## config.mk

```make
export PLATFORM = sky130hd
export DESIGN_NAME = led_arbiter
export DESIGN_NICKNAME = d
export VERILOG_FILES = /design/src/rtl/led_arbiter.sv
export SDC_FILE = /design/constraint.sdc
export NUM_CORES = 1
export LEC_CHECK = 0
export CAP_MARGIN = 20
export CORE_UTILIZATION = 47
export DETAILED_ROUTE_END_ITERATION = 6
export MAX_ROUTING_LAYER = met4
export PLACE_DENSITY = 0.76
export SLEW_MARGIN = 10
export SYNTH_ARGS = -nofsm -noshare
export SYNTH_HDL_FRONTEND = slang
export SYNTH_SLANG_ARGS = --single-unit
```

## constraint.sdc

```tcl
create_clock -name clk50 -period 1.88 [get_ports clk50]
set_input_delay 0.47 -clock clk50 [delete_from_list [all_inputs] [get_ports clk50]]
set_output_delay 0.47 -clock clk50 [all_outputs]
set_load 0.05 [all_outputs]
```

## src/rtl/led_arbiter.sv

```systemverilog
// Round-robin arbiter sharing the 6-LED bank and blink pin among NREQ requesters,
// with a minimum ownership time counted in prescaled ticks so each pattern stays visible.
module led_arbiter #(
   parameter int NREQ       = 4,
   parameter int TICK_DIV   = 2**24,
   parameter int HOLD_TICKS = 8
) (
   input  logic                clk50,
   input  logic                rst,
   input  logic [NREQ-1:0]     req,
   input  logic [6*NREQ-1:0]   req_leds,
   input  logic [NREQ-1:0]     req_blink,
   output logic [NREQ-1:0]     gnt,
   output logic [5:0]          leds,
   output logic                blink,
   output logic                busy
);

   localparam int IW = (NREQ > 1) ? $clog2(NREQ) : 1;
   localparam int PW = $clog2(TICK_DIV);
   localparam int HW = $clog2(HOLD_TICKS + 1);
   localparam logic [PW-1:0] PRESC_MAX = PW'(TICK_DIV - 1);
   localparam logic [HW-1:0] HOLD_MAX  = HW'(HOLD_TICKS);
   localparam logic [IW-1:0] LAST_INIT = IW'(NREQ - 1);

   typedef enum logic [1:0] {
      ST_IDLE   = 2'd0,
      ST_OWN    = 2'd1,
      ST_SWITCH = 2'd2
   } state_t;

   state_t          state;
   logic [IW-1:0]   owner;
   logic [IW-1:0]   last;
   logic [PW-1:0]   presc;
   logic [HW-1:0]   hold_cnt;
   logic [IW-1:0]   winner;
   logic            tick;
   logic            expired;
   logic [NREQ-1:0] others;

   function automatic logic [NREQ-1:0] onehot(input logic [IW-1:0] idx);
      logic [NREQ-1:0] v;
      v      = '0;
      v[idx] = 1'b1;
      return v;
   endfunction

   function automatic logic [5:0] slice_of(input logic [6*NREQ-1:0] v, input logic [IW-1:0] idx);
      return v[int'(idx)*6 +: 6];
   endfunction

   assign tick    = (presc == PRESC_MAX);
   assign expired = (hold_cnt == HOLD_MAX);
   assign others  = req & ~onehot(owner);

   // Scan downward so the nearest set bit after last is the final write.
   always_comb begin
      int raw;
      int idx;
      winner = '0;
      for (int i = NREQ; i >= 1; i--) begin
         raw    = int'(last) + i;
         idx    = (raw >= NREQ) ? (raw - NREQ) : raw;
         winner = req[idx] ? IW'(idx) : winner;
      end
   end

   // Prescaler, hold timer and arbitration state machine with registered outputs.
   always_ff @(posedge clk50 or posedge rst) begin
      if (rst) begin
         state    <= ST_IDLE;
         owner    <= '0;
         last     <= LAST_INIT;
         presc    <= '0;
         hold_cnt <= '0;
         gnt      <= '0;
         leds     <= 6'h00;
         blink    <= 1'b0;
         busy     <= 1'b0;
      end else begin
         presc <= tick ? '0 : presc + 1'b1;
         if (tick && !expired) begin
            hold_cnt <= hold_cnt + 1'b1;
         end else begin
            hold_cnt <= hold_cnt;
         end

         case (state)
            ST_IDLE: begin
               if (|req) begin
                  owner    <= winner;
                  gnt      <= onehot(winner);
                  leds     <= slice_of(req_leds, winner);
                  blink    <= req_blink[winner];
                  busy     <= 1'b1;
                  hold_cnt <= '0;
                  state    <= ST_OWN;
               end else begin
                  gnt   <= '0;
                  leds  <= 6'h00;
                  blink <= 1'b0;
                  busy  <= 1'b0;
               end
            end
            ST_OWN: begin
               // A release always wins; preemption needs expiry plus a competitor.
               if (!req[owner] || (expired && (|others))) begin
                  gnt   <= '0;
                  leds  <= 6'h00;
                  blink <= 1'b0;
                  busy  <= 1'b1;
                  state <= ST_SWITCH;
               end else begin
                  leds  <= slice_of(req_leds, owner);
                  blink <= req_blink[owner];
                  busy  <= 1'b1;
               end
            end
            ST_SWITCH: begin
               last  <= owner;
               gnt   <= '0;
               leds  <= 6'h00;
               blink <= 1'b0;
               busy  <= 1'b0;
               state <= ST_IDLE;
            end
            default: begin
               gnt   <= '0;
               leds  <= 6'h00;
               blink <= 1'b0;
               busy  <= 1'b0;
               state <= ST_IDLE;
            end
         endcase
      end
   end

endmodule
```

# Yosys cells after proc, flatten, opt, wreduce, memory -nomap -nowiden
# Cells that the tools add are included.
[word_totals]
register_bits = 46
output_inout_bits = 12
input_bits = 34
wordCells = 103
[classes]
multipliers = 2
n_addsub = 10
n_eq_ne = 6
order_cmp = 12
reduce_logical = 12
mux = 48
bitwise = 2
shifts = 2
[op_table]
columns = ["operator", "count"]
rows = [
  ["$lt A32 B4 Y1 const B", 4],
  ["$mux W32", 4],
  ["$shiftx A24 B6 Y6", 2],
  ["$add A24 B1 Y24 const B", 1],
  ["$eq A24 B24 Y1 const B", 1],
  ["$mux W24", 1],
  ["$mux W4", 5],
  ["$mux W1", 16],
  ["$bmux W1 S2", 7],
  ["$mux W2", 6],
  ["$mux W6", 2],
  ["$pmux W6 S2", 1],
  ["$sub A3 B3 Y4 const B", 3],
  ["$ge A3 B3 Y1 const B", 3],
  ["$mul A2 B2 Y4 const B", 2],
  ["$pmux W4 S2", 1],
  ["$reduce_or A4 Y1", 2],
  ["$add A2 B2 Y3 const B", 2],
  ["$lt A2 B3 Y1 const B", 2],
  ["$sub A4 B3 Y5 const B", 1],
  ["$add A2 B3 Y4 const B", 1],
  ["$add A4 B1 Y4 const B", 1],
  ["$and A4 B4 Y4", 1],
  ["$demux W1 S2", 2],
  ["other kinds (15)", 23],
]

# Logic depth before layout (Yosys ltp)
[logic_depth]
depth_word = 16
depth_mapped = 8
ltp_nobuf = 7

# Worst setup path before layout
# Ideal clock, no wire load.
[synth_timing]
path_type = "register -> register"
start = "register presc[0]"
end = "register hold_cnt[2]"
n_path_buf = 1
synth_period_minus_slack_ns = 1.810
t_arrival_ns = 1.732
setup_slack_ns = 0.070
t_required_ns = 1.802
path_stages_with_launch = 8
path_cell_list = "dfrtp_1 > ha_1 > and4_2 > buf_2 > and3_1 > nand4_1 > or3_1 > a21oi_1"
[synth_between]
elab_chain_len = 5
[synth_rtl]
columns = ["element", "line_no", "source"]
rows = [
  ["from (decl)", "35", "logic [PW-1:0] presc;"],
  ["from (signal assigned)", "82", "presc <= tick ? '0 : presc + 1'b1;"],
  ["$eq A24 B24 Y1 (*)", "53", "assign tick = (presc == PRESC_MAX);"],
  ["$logic_and A1 B1 Y1 (*)", "83", "if (tick && !expired) begin"],
  ["$mux W4 (*)", "83", ""],
  ["$mux W4", "91", "if (|req) begin"],
  ["$mux W4 (*)", "89", "case (state)"],
  ["to (signal assigned)", "84", "hold_cnt <= hold_cnt + 1'b1;"],
  ["to (signal assigned)", "86", "hold_cnt <= hold_cnt;"],
  ["to (decl)", "36", "logic [HW-1:0] hold_cnt;"],
]
# Every way passes the cells marked *; elsewhere a longest branch is shown, timed or not.
# A chain may end at the register's enable or synchronous reset.

# Final worst setup path
[layout_timing]
start = "input port req[2]"
end = "register state[0]"
[layout_between]
elab_chain_len = 6
word_cells_on_any_way = 11
[layout_rtl]
columns = ["element", "line_no", "source"]
rows = [
  ["from (decl)", "10", "input logic [NREQ-1:0] req,"],
  ["$bmux W1 S2 / $and A4 B4 Y4 (equally long branches)", "108, 55", ""],
  ["$mux W1 (not written as such) / $reduce_or A4 Y1 (equally long branches)", "108", "if (!req[owner] || (expired && (|others))) begin"],
  ["$logic_not A1 Y1 / $logic_and A1 B1 Y1 (equally long branches)", "108", ""],
  ["$logic_or A1 B1 Y1", "108", ""],
  ["$ne A2 B2 Y1 (no line)", "n/a", ""],
  ["$reduce_and A2 Y1 (no line) (*)", "n/a", ""],
  ["to (signal assigned)", "113", "state <= ST_SWITCH;"],
  ["to (signal assigned)", "126", "state <= ST_IDLE;"],
  ["to (signal assigned)", "133", "state <= ST_IDLE;"],
  ["to (decl)", "32", "state_t state;"],
]
# Every way passes the cells marked *; elsewhere a longest branch is shown, timed or not. The select of a mux whose other input is x is not followed.

==> out/metrics.yaml <==
status: "finished, final reports clean"
crit_arrival_ns: 2.00
avgSynthCellArea_sq_um: 10.5
grt_max_degree: 47
endpoint_kind: "register"
ys.flop_type: "dfrtp_1"
max-clock-path-buffers: 2
area_growth_pct: 31.4
drtIter0Drc: 75
path_class: "in -> reg"
drc: 0
cts_tree: "done"
required_ns: 2.06
yosysWarnings: 0
nets: 347
clk_pin_slew_worst_paths_ns: 0.08
diodes: 0
clock.fmax_mhz: 548
power.leakage_nw: 1.48
setup_violations: 0
holdBufCountCts: 0
ir_drop_mv: 0.740
syn-num-nets: 279
fin_skew_ns: 0.00927
timing.hold.ws_ns: 0.491
fin_ws_ns: 0.0550
crit_fanout: 6
overflow: 0
vias_per_cell: 5.48
fp.coreArea_sq_mm: 0.00517
cp-start-kind: "primary input"
ant_nets: 0
gr-usage-met2_pct: 35.3
slew_headroom_pct: 69.7
cts_buffers: 5
period_needed_ns: 1.83
fill_cells: 409
multi_input_area_sq_mm: 0.00134
hold_depth: 1
use_met3_pct: 4.10
top_usage_layer: "met2"
synth_area_sq_mm: 0.00255
pin_count: 46
grt_pass1_vias: 1993
period_share_pct: 97.1
initial_utilization_pct: 49.3
die_h_um: 75.7
crit_start: "req[2]"
tightest_slew_ns: 0.453
powerDensity_mw_per_mm2: 1110
root_buffer: "clkbuf_8"
use_met1_pct: 28.2
antenna_found_initial: 0
via_count: 2086
drive_gt1_share_pct: 21.9
dp_slack_ns: -0.563
fin_util_pct: 64.8
fin_area_sq_mm: 0.00335
hold_class: "reg -> reg"
power.total_mw: 3.74
hp-start: "presc[10]"
final_hold_viol_count: 0
hpwl_mm: 4.11
drt_wl_total_mm: 5.67
wire_per_inst_um: 14.9
grt_usage_pct: 22.0
rows: 26
dieArea_sq_mm: 0.00573
worst_skew_pair.late_latency_ns: 0.30
synth_edf_count: 0
placed_area_sq_mm: 0.00317
cts.sinks: 46
firstDrtPassIters: 4
synth_cell_type_count: 41
grt_pass1_wl_mm: 9.06
regArea_sq_mm: 0.00115
h-tree-depth: 2
numPortBuffers: 45
finalWeightedCongestion: 0.760
synth-seq-area-share_pct: 45.2
maxCapViolations: 0
netlist_instances: 242
worst_r2r_path_depth: 6
r2r_start: "presc[0]"
synth-async-reset-ratio_pct: 100
ys_seq_elements: 46
drv_slew: 0
die_width_um: 75.7
[per-stage QoR]
stage          setup TNS (ns)  instances
6_report                    0        381
5_1_grt              -0.00129        381
4_1_cts                     0        379
3_5_place_dp            -6.75        367
3_3_place_gp            -5.34        367
2_1_floorplan               0        242
[power by group]
group / switching [mW] / internal, mW / total [mW]
combinational: 1.01 / 0.821 / 1.83
clock: 0.312 / 0.264 / 0.576
sequential: 0.149 / 1.18 / 1.33
total: 1.47 / 2.27 / 3.74
[kinds of logic after synthesis]
group,synth area share [%]
fa+ha+maj,1.47
xor+xnor,6.87
compound gates,8.78
mux,13.7
buf+inv,3.43
flops,45.2
simple gates,20.5
[worst max-delay path: stages]
cell	delay (ns)
clkdlybuf4s50_1	0.47
mux4_2	0.49
nand2b_1	0.10
a21oi_2	0.05
buf_6	0.15
or2_2	0.26
[cell usage in the layout (no fill, tap or decap), types with 3 or more instances in the layout]
master	count
dfrtp_1	44
buf_4	31
clkdlybuf4s50_1	30
nand2_1	26
mux2i_1	17
nor2_1	16
nand3_1	13
xnor2_1	13
inv_1	11
o21ai_0	11
mux4_2	8
o221ai_1	7
xor2_1	7
nand2b_1	6
a21oi_1	6
nand4_1	5
clkbuf_8	5
nor3_1	4
o31ai_1	3
and3_1	3
clkbuf_1	3
dlygate4sd2_1	3
buf_12	3
[registers in the layout, indices dropped and copies added, names as in the netlist]
signal and count:
leds 6, gnt 4, owner 2, last 2
blink 1, busy 1, state 2, presc 24
hold_cnt 4
[per-layer routing]
metal / share of wire, % / vias up
met5: 0 / -
met1: 45 / 1028
met2: 51 / 49
met3: 3.0 / 6
met4: 1.3 / 0
li1: - / 1003
[cell usage after synthesis (all sizes together), types with 8 or more instances]
library cell,n,share of area [%]
dfrtp,44,43
nand2,27,4.0
mux2i,17,6.7
nor2,16,2.4
nand3,13,2.6
xnor2,13,4.5
inv,12,1.8
o21ai,11,2.2
mux4,8,7.1
[path summary, 6_finish.rpt]
| kind | to | slack [ns] |
|---|---|---|
| worst min register to register | presc[10] | 0.49 |
| worst min-delay path | presc[10] | 0.49 |
| worst max register to register | hold_cnt[2] | 0.10 |
| worst max-delay path | state[0] | 0.05 |
| min in group asynchronous | presc[9] | 0.51 |
| max in group asynchronous | last[0] | 1.09 |
[repair_timing]
| action | CTS | global route |
|---|---|---|
| gates cloned | 1 | 0 |
| pin swaps | 2 | 2 |
| gates resized for setup | 9 | 4 |
| setup buffers | 3 | 2 |
| setup endpoints to repair | 13 | 15 |
[cell type report]
| cell class | count | area share [%] |
|---|---|---|
| clock buffer | 8 | 2.39 |
| timing repair buffer | 70 | 19.3 |
| tap | 70 | 2.61 |
| multi-input combinational | 175 | 40.0 |
| sequential | 46 | 34.4 |
| inverter | 12 | 1.34 |
Note: power is estimated with default switching activity, not from simulation.
